===== config.mk =====
export PLATFORM = sky130hd
export DESIGN_NAME = rom_arbiter
export DESIGN_NICKNAME = d
export VERILOG_FILES = /design/src/rtl/rom_arb_pkg.sv /design/src/rtl/rom_arbiter_rr_pick.sv /design/src/rtl/rom_arbiter.sv
export SDC_FILE = /design/constraint.sdc
export NUM_CORES = 1
export LEC_CHECK = 0
export CAP_MARGIN = 25
export CORE_MARGIN = 10
export CORE_UTILIZATION = 34
export CTS_BUF_LIST = sky130_fd_sc_hd__clkbuf_8
export DETAILED_ROUTE_END_ITERATION = 7
export PLACE_DENSITY = 0.83
export SLEW_MARGIN = 10
export SYNTH_ARGS = -nofsm -noshare
export SYNTH_HDL_FRONTEND = slang
export SYNTH_SLANG_ARGS = --single-unit

===== constraint.sdc =====
create_clock -name i_clk -period 3.5 [get_ports i_clk]
set_input_delay 0.525 -clock i_clk [delete_from_list [all_inputs] [get_ports i_clk]]
set_output_delay 0.525 -clock i_clk [all_outputs]
set_load 0.05 [all_outputs]

===== src/rtl/rom_arb_pkg.sv =====
// Shared defaults, FSM state encoding and index helpers for the ROM arbiter.
// The lock feature is enabled by defining ROM_ARBITER_LOCK_EN.
package rom_arb_pkg;

    localparam int DEF_NUM_REQ  = 4;
    localparam int DEF_ADDR_W   = 8;
    localparam int DEF_DATA_W   = 16;
    localparam int DEF_LOCK_MAX = 4;

    typedef enum logic {
        ST_OPEN   = 1'b0,
        ST_LOCKED = 1'b1
    } arb_state_e;

    // Next index in round-robin order, wrapping at n-1 back to 0.
    function automatic int wrap_inc(input int idx, input int n);
        return (idx + 1 >= n) ? 0 : idx + 1;
    endfunction

endpackage


===== src/rtl/rom_arbiter_rr_pick.sv =====
// Combinational round-robin picker: the first requester at or above the
// pointer (wrapping) wins; returns a one-hot winner, its index and a valid flag.
module rr_pick
    import rom_arb_pkg::*;
#(
    parameter int NUM_REQ = DEF_NUM_REQ,
    parameter int PTR_W   = $clog2(DEF_NUM_REQ)
) (
    input  logic [NUM_REQ-1:0] i_req,
    input  logic [PTR_W-1:0]   i_ptr,
    output logic [NUM_REQ-1:0] o_gnt,
    output logic [PTR_W-1:0]   o_idx,
    output logic               o_valid
);

    int               cand;
    logic [PTR_W-1:0] cand_idx;

    // NOTE: every output gets a default before the loop, so no path through
    // this block leaves a value held over and no latch is inferred.
    always_comb begin
        o_gnt    = '0;
        o_idx    = '0;
        o_valid  = 1'b0;
        cand     = 0;
        cand_idx = '0;
        for (int k = 0; k < NUM_REQ; k++) begin
            cand = int'(i_ptr) + k;
            if (cand >= NUM_REQ) begin
                cand = cand - NUM_REQ;
            end
            cand_idx = PTR_W'(cand);
            if (!o_valid && i_req[cand_idx]) begin
                o_valid         = 1'b1;
                o_gnt[cand_idx] = 1'b1;
                o_idx           = cand_idx;
            end
        end
    end

endmodule


===== src/rtl/rom_arbiter.sv =====
// Round-robin arbiter sharing one synchronous ROM among NUM_REQ readers.
// Define ROM_ARBITER_LOCK_EN to enable the OPEN/LOCKED burst-lock FSM.
module rom_arbiter
    import rom_arb_pkg::*;
#(
    parameter int NUM_REQ  = DEF_NUM_REQ,
    parameter int ADDR_W   = DEF_ADDR_W,
    parameter int DATA_W   = DEF_DATA_W,
    parameter int LOCK_MAX = DEF_LOCK_MAX
) (
    input  logic                      i_clk,
    input  logic                      i_rst_n,
    input  logic [NUM_REQ-1:0]        i_req,
    input  logic [NUM_REQ*ADDR_W-1:0] i_addr,
    input  logic [NUM_REQ-1:0]        i_lock,
    output logic [NUM_REQ-1:0]        o_gnt,
    output logic [NUM_REQ-1:0]        o_rvalid,
    output logic [DATA_W-1:0]         o_rdata,
    output logic [ADDR_W-1:0]         o_rom_addr,
    input  logic [DATA_W-1:0]         i_rom_data
);

    localparam int PTR_W = $clog2(NUM_REQ);

    logic [PTR_W-1:0]   ptr_q, ptr_d;
    logic [NUM_REQ-1:0] rvalid_q, rvalid_d;

    logic [NUM_REQ-1:0] rr_gnt;
    logic [PTR_W-1:0]   rr_idx;
    logic               rr_valid;

    logic [NUM_REQ-1:0] gnt;
    logic [PTR_W-1:0]   gnt_idx;
    logic               gnt_valid;

    rr_pick #(
        .NUM_REQ (NUM_REQ),
        .PTR_W   (PTR_W)
    ) u_rr_pick (
        .i_req   (i_req),
        .i_ptr   (ptr_q),
        .o_gnt   (rr_gnt),
        .o_idx   (rr_idx),
        .o_valid (rr_valid)
    );

`ifdef ROM_ARBITER_LOCK_EN

    localparam int LCNT_W = $clog2(LOCK_MAX + 1);

    arb_state_e        state_q, state_d;
    logic [PTR_W-1:0]  own_q, own_d;
    logic [LCNT_W-1:0] lcnt_q, lcnt_d;
    logic              hold_own;

    // A locked owner that drops its request releases the lock this same cycle.
    assign hold_own = (state_q == ST_LOCKED) && i_req[own_q];

    always_ff @(posedge i_clk or negedge i_rst_n) begin
        if (!i_rst_n) begin
            state_q <= ST_OPEN;
            own_q   <= '0;
            lcnt_q  <= '0;
        end else begin
            state_q <= state_d;
            own_q   <= own_d;
            lcnt_q  <= lcnt_d;
        end
    end

    always_comb begin
        state_d = state_q;
        own_d   = own_q;
        lcnt_d  = lcnt_q;
        ptr_d   = ptr_q;
        if (hold_own) begin
            lcnt_d = lcnt_q + 1'b1;
            if (!i_lock[own_q] || lcnt_d == LCNT_W'(LOCK_MAX)) begin
                state_d = ST_OPEN;
                lcnt_d  = '0;
                ptr_d   = PTR_W'(wrap_inc(int'(own_q), NUM_REQ));
            end
        end else begin
            state_d = ST_OPEN;
            lcnt_d  = '0;
            if (rr_valid) begin
                ptr_d = PTR_W'(wrap_inc(int'(rr_idx), NUM_REQ));
                if (i_lock[rr_idx]) begin
                    state_d = ST_LOCKED;
                    own_d   = rr_idx;
                    lcnt_d  = LCNT_W'(1);
                end
            end
        end
    end

    always_comb begin
        gnt       = '0;
        gnt_idx   = '0;
        gnt_valid = 1'b0;
        if (i_rst_n) begin
            if (hold_own) begin
                gnt[own_q] = 1'b1;
                gnt_idx    = own_q;
                gnt_valid  = 1'b1;
            end else begin
                gnt       = rr_gnt;
                gnt_idx   = rr_idx;
                gnt_valid = rr_valid;
            end
        end
    end

`else

    // Lock hints and the lock cap have no effect in the pure round-robin build.
    logic unused_lock;
    assign unused_lock = ^{i_lock, 4'(LOCK_MAX)};

    always_comb begin
        ptr_d = ptr_q;
        if (rr_valid) begin
            ptr_d = PTR_W'(wrap_inc(int'(rr_idx), NUM_REQ));
        end
    end

    always_comb begin
        gnt       = '0;
        gnt_idx   = '0;
        gnt_valid = 1'b0;
        if (i_rst_n) begin
            gnt       = rr_gnt;
            gnt_idx   = rr_idx;
            gnt_valid = rr_valid;
        end
    end

`endif

    assign rvalid_d = gnt;

    // NOTE: non-blocking assignments so every flop samples pre-edge values.
    always_ff @(posedge i_clk or negedge i_rst_n) begin
        if (!i_rst_n) begin
            ptr_q    <= '0;
            rvalid_q <= '0;
        end else begin
            ptr_q    <= ptr_d;
            rvalid_q <= rvalid_d;
        end
    end

    always_comb begin
        o_rom_addr = '0;
        if (gnt_valid) begin
            o_rom_addr = i_addr[gnt_idx*ADDR_W +: ADDR_W];
        end
    end

    assign o_gnt    = gnt;
    assign o_rvalid = rvalid_q;
    assign o_rdata  = i_rom_data;

endmodule


==> results.ini, run 1 <==
[setup_path]
worstPathCellList = inv_1 -> ha_4 -> mux4_2 -> nor2b_4 -> nor2b_2 -> o21ai_4 -> buf_12 -> a211oi_1 -> buf_4 -> a211oi_4 -> buf_12
delay_of_the_slowest_cell_on_the_worst_path_ns = 0.56
critical_path.max_fanout = 18
path_delay_family = buffers and inverters
worstSetupStartpointType = flop
cpMaxStageDelayCell = sky130_fd_sc_hd__mux4_2
worst_ep_required_time_ns = 2.97
critPathKind = flop to output port
setup.worst_path.end_class = output port
critPathArrivalTime_ns = 2.85
cpMostUsedCell = sky130_fd_sc_hd__buf_12
critPathBufInv = 4

[cts]
tritoncts_buffers = 3
cts_tree = yes
clock_sink_count = 6
worstSkewPairLatency_ns = 0.21
cts_buffer_depth = 2
cts_root_buffer = sky130_fd_sc_hd__clkbuf_8
htree_levels = 1
path_clk_slew_ns = 0.04

[logic_synthesis]
synth.distinct_cells = 34
async_flop_share_pct = 100.0
synthesis.yosys.warnings = 0
mappedNetlistArea_mm2 = 0.001106
netlist_instances = 117
synthesis.nets = 183
post_synth.cell_area_avg_um2 = 9.454
ys_ff_latch = 6
synth_edf_count = 0
synth_seq_area_share_pct = 13.57
ys_dominant_reg_cell = sky130_fd_sc_hd__dfrtp_1

[detailed_routing]
ant_nets = 0
ratio_of_routed_vias_to_standard_cells = 5.452
routed_wire_length_per_instance_um = 17.90
final_wirelength_mm = 3.760
drt_first_pass_iters = 4
route.detailed.drc = 0
detail_route.iter0.violations = 92
vias = 1145

[cells_and_area]
mostFrequentLayoutCell = sky130_fd_sc_hd__clkdlybuf4s50_1
final_core_utilization_pct = 61.30
insertedDiodeCount = 0
areaGrowthSynthToFinish_pct = 70.59
layout.cells.most_common_list = sky130_fd_sc_hd__clkdlybuf4s50_1, sky130_fd_sc_hd__buf_4, sky130_fd_sc_hd__mux2i_1, sky130_fd_sc_hd__buf_12
final_nets = 234
final_design_area_no_fill_mm2 = 0.001887
ratio_of_cells_with_drive_above_1_in_the_final_layout_pct = 35.54

[min_path]
worstHoldPathType = flop to flop

[grt]
grt-ovfl-total = 0
maximum_number_of_pins_on_one_net_before_global_route_repair = 19
grt_pass1_vias = 1263
global_route.usage.total_pct = 12.02
antenna_found_initial = 0
first_pass_grt_wire_length_mm = 6.099

[sta]
finalSetupViolCount = 0
fin_ws_ns = 0.1229
grt_setup_unrepaired = true
maxSlewHeadroom_pct = 52.76
setup_total_negative_slack_ns = 0
maxSlewViolCount = 0
hold_viol_final = 0
finalClockSkew_ns = 0.004999
maximum_operating_frequency_mhz = 296.1
max_slew.worst_pin.slew_ns = 0.7068
min_period_ns = 3.377
final_min_period_over_clock_period_pct = 96.49

[pwr]
netSwitchingFraction_pct = 51.24
power_switching_w = 0.001068
cellPowerDensity_mw_per_mm2 = 1104
power.leakage_nw = 0.7855
comb_power_share_pct = 89.9
power.share.clock_pct = 4.7
power.internal_w = 0.001016
p_seq_share_pct = 5.4
max-vdd-ir-drop_uv = 571.6

[floorplanning]
num_rows = 20
initial_util_pct = 35.93
fp.dieW_um = 77.04
floorplan.io_pins = 90
die_h_um = 77.04
die_area_mm2 = 0.005934
fp.coreArea_mm2 = 0.003078

[flow_run]
maxCapViolations = 0

[placement]
gpl.final_weighted_congestion = 0.8330
placed_area_mm2 = 0.001757
numPortBuffers = 53
place_hpwl_mm = 3.025
preCtsSetupSlack_ns = -0.01623

[status]
outcome = complete, no violations

## synth_stat cells (all sizes together), types with 2 or more instances
cell type | count | share of area (%)
inv | 2 | 0.68
a211oi | 18 | 13
nor3b | 2 | 1.4
dfrtp | 6 | 14
o211ai | 2 | 1.8
a22oi | 8 | 5.4
mux4 | 3 | 6.8
nor2 | 2 | 0.68
nor2b | 4 | 3.2
o21ai | 8 | 5.0
and3 | 8 | 5.4
mux2i | 10 | 9.1
ha | 8 | 9.1
buf | 20 | 15
and3b | 2 | 1.8
nand2 | 4 | 2.0
and2 | 4 | 2.3
## power by group through the flow
stage          Sequential, W  Combinational, W  Clock (W)
4_1_cts             0.000114           0.00176  0.0000994
2_1_floorplan       0.000206           0.00116          0
6_report            0.000113           0.00187  0.0000970
3_5_place_dp        0.000114           0.00173          0
3_3_place_gp        0.000113           0.00168          0
5_1_grt             0.000117           0.00199   0.000105
## cell type report
cell class	instances	area, um^2
clock buffer	3	41.29
multi-input combinational	89	904.6
fill	267	1191
timing repair buffer	66	728.2
tap	44	55.05
inverter	2	7.507
sequential	6	150.1
## repair_timing
action,in CTS,in global routing
setup endpoints to repair,1,8
resized for setup,1,8
buffers inserted,2,2
hold buffers,0,0
pin swaps,0,1
## stage by stage
stage          hold slack, ns  total power (W)  instances
2_1_floorplan          0.2294         0.001365        117
3_3_place_gp           0.5872         0.001791        203
3_5_place_dp           0.6219         0.001843        203
4_1_cts                0.6322         0.001975        208
5_1_grt                0.6776         0.002210        210
6_report               0.6525         0.002083        210
## sequential cells by signal (all words and copies together) (netlist names)
name / cells
o_rvalid: 4
ptr_q: 2
## final timing paths
path / start / end / slack (ns) / depth (start not counted)
max in group asynchronous: i_rst_n / o_rvalid[1] / 2.71 / 2
min in group asynchronous: i_rst_n / ptr_q[1] / 0.66 / 2
setup / recovery: ptr_q[1] / o_rom_addr[4] / 0.12 / 11
hold reg to reg: ptr_q[1] / ptr_q[1] / 0.65 / 2
hold / removal: ptr_q[1] / ptr_q[1] / 0.65 / 2
setup reg to reg: ptr_q[1] / ptr_q[1] / 1.16 / 9
## layer usage
layer | up-vias | GRT usage, % | share of wire, %
li1 | 535 | - | -
met4 | 0 | 3.650 | 1.6
met3 | 12 | 4.895 | 10
met1 | 544 | 12.55 | 38
met2 | 54 | 21.50 | 50
met5 | - | 0 | 0
## cell families (layout without fill, tap and decap cells)
family,Yosys count,count (layout),synth area share (%)
adder cells (fa/ha/maj),8,8,9.050
XOR/XNOR,1,1,0.7920
buffers and inverters,22,71,16.06
AND/OR/NAND/NOR,27,27,17.19
multiplexers,14,14,16.86
AO/OA/AOI/OAI,39,39,26.47
flip-flops,6,6,13.57
## worst reg2reg max path: cells and delay by family, from the launching register on
family,cells,cell delay [ns]
muxes,1,0.56
adders and majority gates,1,0.34
DFF,1,0.33
buffers and inverters,2,0.32
and+or+nand+nor,2,0.26
AOI/OAI and AO/OA,2,0.24
xor gates and xnor gates,1,0.16
(Power assumes the default switching activity.)
==> run 2: changes to the inputs <==
--- a/config.mk
+++ b/config.mk
@@ -11,6 +11,7 @@
 export CTS_BUF_LIST = sky130_fd_sc_hd__clkbuf_8
 export DETAILED_ROUTE_END_ITERATION = 7
 export PLACE_DENSITY = 0.83
+export REMOVE_ABC_BUFFERS = 1
 export SLEW_MARGIN = 10
 export SYNTH_ARGS = -nofsm -noshare
 export SYNTH_HDL_FRONTEND = slang
==> run 2 against run 1 <==
Register-to-register slack hardly changed. Routed wire length is 3.4% higher. Clock skew is 0.0036 ns lower. Critical path depth is 2 lower. Utilization is 4.3 points lower. Via count is 3.5% lower. Sequential cell count stayed put. Hold slack worse by 0.065 ns. Global-route usage is 0.84 points higher. Setup slack worse by 0.0021 ns. Critical path type is now input port to output port. Largest power group unchanged.
==> results.ini, run 2 (synthesis gave the netlist of run 1 again) <==
[cells_and_area]
ratio_of_cells_with_drive_above_1_in_the_final_layout_pct = 30.43
layout.cells.most_common_list = sky130_fd_sc_hd__clkdlybuf4s50_1, sky130_fd_sc_hd__buf_4, sky130_fd_sc_hd__mux2i_1, sky130_fd_sc_hd__a211oi_1, sky130_fd_sc_hd__buf_12
final_design_area_no_fill_mm2 = 0.001753
largest_register_ffs = 4
final_nets = 229
areaGrowthSynthToFinish_pct = 58.48
mostFrequentLayoutCell = sky130_fd_sc_hd__clkdlybuf4s50_1
insertedDiodeCount = 0

[floorplanning]
die_h_um = 77.04
fp.dieW_um = 77.04
num_rows = 20
floorplan.io_pins = 90
initial_util_pct = 35.93
fp.coreArea_mm2 = 0.003078
die_area_mm2 = 0.005934

[min_path]
worstHoldPathType = input port to asynchronous set/reset pin

[grt]
global_route.usage.total_pct = 12.87
antenna_found_initial = 0
maximum_number_of_pins_on_one_net_before_global_route_repair = 18
first_pass_grt_wire_length_mm = 6.368
grt-ovfl-total = 0
grt_pass1_vias = 1218

[cts]
cts_tree = yes
hold_buffers = 0
cts_root_buffer = sky130_fd_sc_hd__clkbuf_8
htree_levels = 1
cts_buffer_depth = 2
tritoncts_buffers = 3
clock_sink_count = 6
path_clk_slew_ns = 0.04
worstSkewPairLatency_ns = 0.22

[sta]
final_min_period_over_clock_period_pct = 96.55
maxSlewHeadroom_pct = 65.20
finalSetupViolCount = 0
min_period_ns = 3.379
setup_total_negative_slack_ns = 0
grt_setup_unrepaired = false
finalClockSkew_ns = 0.001405
maximum_operating_frequency_mhz = 295.9
hold_viol_final = 0
maxSlewViolCount = 0
max_slew.worst_pin.slew_ns = 0.5220
final.hold.worst_slack_ns = 0.5877

[detailed_routing]
final_wirelength_mm = 3.887
drt_first_pass_iters = 4
ratio_of_routed_vias_to_standard_cells = 5.390
route.detailed.drc = 0
detail_route.iter0.violations = 49
vias = 1105
routed_wire_length_per_instance_um = 18.96
ant_nets = 0

[status]
outcome = complete, no violations

[flow_run]
maxCapViolations = 0

[pwr]
max-vdd-ir-drop_uv = 566.1
power.leakage_nw = 0.7306
cellPowerDensity_mw_per_mm2 = 1078

[setup_path]
worstSetupStartpointType = input port
critPathKind = input port to output port
setup.worst_path.end_class = output port
critPathArrivalTime_ns = 2.85
critical_path.max_fanout = 9
worst_ep_required_time_ns = 2.97

[placement]
numPortBuffers = 53
gpl.final_weighted_congestion = 0.8158
placed_area_mm2 = 0.001644
place_hpwl_mm = 3.117

## run 2: cell count changes in the layout (fill, tap and decap cells not counted)
cell,previous run,this run
sky130_fd_sc_hd__a211oi_4,6,0
sky130_fd_sc_hd__o211ai_4,1,0
sky130_fd_sc_hd__a211oi_2,7,8
sky130_fd_sc_hd__buf_4,15,11
sky130_fd_sc_hd__dlymetal6s2s_1,2,0
sky130_fd_sc_hd__buf_12,10,9
sky130_fd_sc_hd__a211oi_1,5,10
sky130_fd_sc_hd__clkdlybuf4s50_1,39,41
sky130_fd_sc_hd__o211ai_2,0,1
## run 2: final timing paths
path,from,end,cells past startpoint,slack (ns)
worst max-delay path,i_req[2],o_rom_addr[5],9,0.12
worst min-delay path,i_rst_n,o_rvalid[0],1,0.59
worst max register to register,ptr_q[1],ptr_q[1],9,1.15
worst min register to register,ptr_q[1],ptr_q[1],2,0.65
max in group asynchronous,i_rst_n,o_rvalid[2],1,2.65
min in group i_clk,ptr_q[1],ptr_q[1],2,0.65
## run 2: area by class of cell
| class | count | area [um^2] |
|---|---|---|
| fillers | 273 | 1325 |
| multi-input cells | 89 | 825.8 |
| repair buffers | 61 | 673.1 |
| flip-flops and latches | 6 | 150.1 |
| well taps | 44 | 55.05 |
| clock buffers | 3 | 41.29 |
| inverters | 2 | 7.507 |
## run 2: worst max-delay path: stages
cell and delay (ns):
sky130_fd_sc_hd__clkdlybuf4s50_1 0.54, sky130_fd_sc_hd__mux4_2 0.59, sky130_fd_sc_hd__buf_12 0.16, sky130_fd_sc_hd__o21ai_2 0.17
sky130_fd_sc_hd__o21ai_4 0.09, sky130_fd_sc_hd__buf_4 0.18, sky130_fd_sc_hd__a211oi_1 0.32, sky130_fd_sc_hd__a211oi_2 0.11
sky130_fd_sc_hd__buf_12 0.17
## run 2: per-stage QoR
stage          setup WS [ns]  std cells  util [%]  total power [W]
2_1_floorplan        -0.7193         97         -         0.001094
3_3_place_gp         0.09633        201     53.41         0.001622
3_5_place_dp        -0.01097        201     53.41         0.001680
4_1_cts             -0.04028        204     55.24         0.001814
5_1_grt              0.02922        205     56.95         0.002014
6_report              0.1209        205     56.95         0.001890
## run 2: where the power goes
part	switching [W]	internal, W	total, W	leakage, nW
clock network	0.0000304	0.0000739	0.000104	0.0216
registers	0.0000110	0.000103	0.000114	0.0771
logic	0.000933	0.000739	0.00167	0.632
total	0.000974	0.000916	0.00189	0.731
## run 2: metal layers
layer  vias up  share of wire (%)  global-route usage (%)
met5         -                  0                       0
met4         0               0.90                   3.285
met3         4                7.8                   5.711
met2        52                 54                   23.52
met1       519                 37                   12.98
li1        530                  -                       -
## run 2: timing repair
| action | 4_1_cts | 5_1_grt |
|---|---|---|
| setup endpoints to repair | 6 | 8 |
| hold endpoints to repair | 0 | 0 |
| setup buffers | 0 | 1 |
| gates resized for setup | 3 | 6 |
==> run 3: changes to the inputs <==
--- a/config.mk
+++ b/config.mk
@@ -7,10 +7,10 @@
 export LEC_CHECK = 0
 export CAP_MARGIN = 25
 export CORE_MARGIN = 10
-export CORE_UTILIZATION = 34
+export CORE_UTILIZATION = 36
 export CTS_BUF_LIST = sky130_fd_sc_hd__clkbuf_8
 export DETAILED_ROUTE_END_ITERATION = 7
-export PLACE_DENSITY = 0.83
+export PLACE_DENSITY = 0.88
 export REMOVE_ABC_BUFFERS = 1
 export SLEW_MARGIN = 10
 export SYNTH_ARGS = -nofsm -noshare
==> constraint.sdc (replaced) <==
create_clock -name i_clk -period 4.1 [get_ports i_clk]
set_input_delay 0.615 -clock i_clk [delete_from_list [all_inputs] [get_ports i_clk]]
set_output_delay 0.615 -clock i_clk [all_outputs]
set_load 0.05 [all_outputs]
==> run 3 against run 2 <==
Sequential share of layout area is 0.58 points higher. First-iteration DRC count is 100% higher. Highest routed layer is now met5. Utilization is 2.3 points lower. Design area is 6.4% lower. Global-route usage is 0.39 points higher. Sequential cell count stayed put. Clock skew hardly changed.
==> results.ini, run 3 (synthesis gave the netlist of run 1 again) <==
[detailed_routing]
final_wirelength_mm = 3.812
ratio_of_routed_vias_to_standard_cells = 5.831
route.detailed.drc = 0
vias = 1102
ant_nets = 0
routed_wire_length_per_instance_um = 20.17
detail_route.iter0.violations = 99
drt_first_pass_iters = 5

[pwr]
cellPowerDensity_mw_per_mm2 = 899.6
max-vdd-ir-drop_uv = 648.0
power.leakage_nw = 0.6951

[grt]
antenna_found_initial = 0
grt-ovfl-total = 0
global_route.usage.total_pct = 13.25
maximum_number_of_pins_on_one_net_before_global_route_repair = 19
met1_usage_pct = 12.71
grt.busiest_layer = met2
grt_pass1_vias = 1139
first_pass_grt_wire_length_mm = 5.775
grt_use_met2_pct = 22.57
grtUsageMet3_pct = 9.766

[cells_and_area]
final-seq-area_um2 = 150.1
final_core_utilization_pct = 54.67
largest_register_ffs = 4
insertedDiodeCount = 0
mostFrequentLayoutCell = sky130_fd_sc_hd__clkdlybuf4s50_1
ratio_of_cells_with_drive_above_1_in_the_final_layout_pct = 23.08
multi_input_comb_area_um2 = 778.2
areaGrowthSynthToFinish_pct = 48.42
n_fill_cell = 284
layout.cells.most_common_list = sky130_fd_sc_hd__clkdlybuf4s50_1, sky130_fd_sc_hd__a211oi_1, sky130_fd_sc_hd__mux2i_1
final_nets = 224

[setup_path]
setup.worst_path.end_class = output port
reg2reg_slack_ns = 1.44
delay_of_the_slowest_cell_on_the_worst_path_ns = 0.64
worst_reg2reg_path_length_in_cells = 8
critical_path.max_fanout = 18
critPathKind = flop to output port
worst_ep_required_time_ns = 3.48
critPathArrivalTime_ns = 3.22
worstPathCellList = inv_1 -> ha_1 -> mux4_2 -> nor2b_4 -> nor2b_2 -> o21ai_4 -> a211oi_1 -> a211oi_1 -> buf_12
cpMostUsedCell = sky130_fd_sc_hd__a211oi_1
cpMaxStageDelayCell = sky130_fd_sc_hd__mux4_2
worstSetupStartpointType = flop
rr_startpoint = ptr_q[0]
rr_endpoint = ptr_q[1]

[sta]
hold_viol_final = 0
final.hold.worst_slack_ns = 0.6309
final_min_period_over_clock_period_pct = 93.60
finalSetupViolCount = 0
grt_setup_unrepaired = false
maxSlewViolCount = 0
min_period_ns = 3.837
maxSlewHeadroom_pct = 65.75
max_slew.worst_pin.slew_ns = 0.5122
finalClockSkew_ns = 0.001577
maximum_operating_frequency_mhz = 260.6

[floorplanning]
floorplan.io_pins = 90
die_area_mm2 = 0.005690
initial_util_pct = 36.83
num_rows = 20
fp.dieW_um = 75.43
fp.coreArea_mm2 = 0.003003
die_h_um = 75.43

[min_path]
depth_of_the_worst_hold_timing_path = 2
hold_path_end = ptr_q[1]
worstHoldPathType = flop to flop
timing.hold.worst.start = ptr_q[1]

[flow_run]
maxCapViolations = 0

[cts]
cts_root_buffer = sky130_fd_sc_hd__clkbuf_8
tritoncts_buffers = 3
cts_buffer_depth = 2
worstSkewPairLatency_ns = 0.23
cts_repair_resize_count = 0
postCtsSetupRepairBufs = 0
path_clk_slew_ns = 0.04
hold_buffers = 0
clock_sink_count = 6
htree_levels = 1
cts_tree = yes

[placement]
gpl.final_weighted_congestion = 0.7691
place_hpwl_mm = 3.097
numPortBuffers = 53

[status]
outcome = complete, no violations

-- run 3: area by class of cell --
type | count | area share [%]
Inverter | 2 | 0.4573
Sequential cell | 6 | 9.146
Multi-Input combinational cell | 89 | 47.41
Tap cell | 33 | 2.515
Clock buffer | 3 | 2.515
Timing Repair Buffer | 56 | 37.96
-- run 3: through the flow --
step                worst slack, ns   power, W  cell area [um^2]  setup TNS [ns]  cells
floorplan                   -0.2093  0.0009336             935.9          -1.622     97
global placement             0.3924   0.001333              1600               0    186
detailed placement           0.2804   0.001379              1600               0    186
CTS                          0.2870   0.001476              1642               0    189
global route                0.06711   0.001572              1642               0    189
finish                       0.2626   0.001477              1642               0    189
-- run 3: how the worst max path moves through the flow --
stage,from,end,cells past startpoint
floorplan,ptr_q[0],o_rom_addr[0],8
global placement,i_req[2],o_rom_addr[2],8
detailed placement,i_req[0],o_rom_addr[2],8
CTS,ptr_q[0],o_rom_addr[7],9
global route,ptr_q[0],o_rom_addr[7],9
finish,ptr_q[0],o_rom_addr[2],9
-- run 3: critical path: cells and delay by family, from the launching register on --
family,cells,cell delay [ns]
compound gates,3,0.93
mux,1,0.64
fa+ha+maj,1,0.46
flops,1,0.34
buf+inv,2,0.32
simple gates,2,0.29
-- run 3: power breakdown --
group	total [W]	leakage (nW)	internal (W)	switching (W)
clock network	0.0000937	0.0216	0.0000635	0.0000302
logic	0.00129	0.596	0.000535	0.000750
registers	0.0000979	0.0771	0.0000880	0.00000990
-- run 3: routing by layer --
layer  wire length (um)  part of all wire, %
met5                 41                  1.1
met1               1374                   36
met4                  0                    0
met3                532                   14
met2               1863                   49
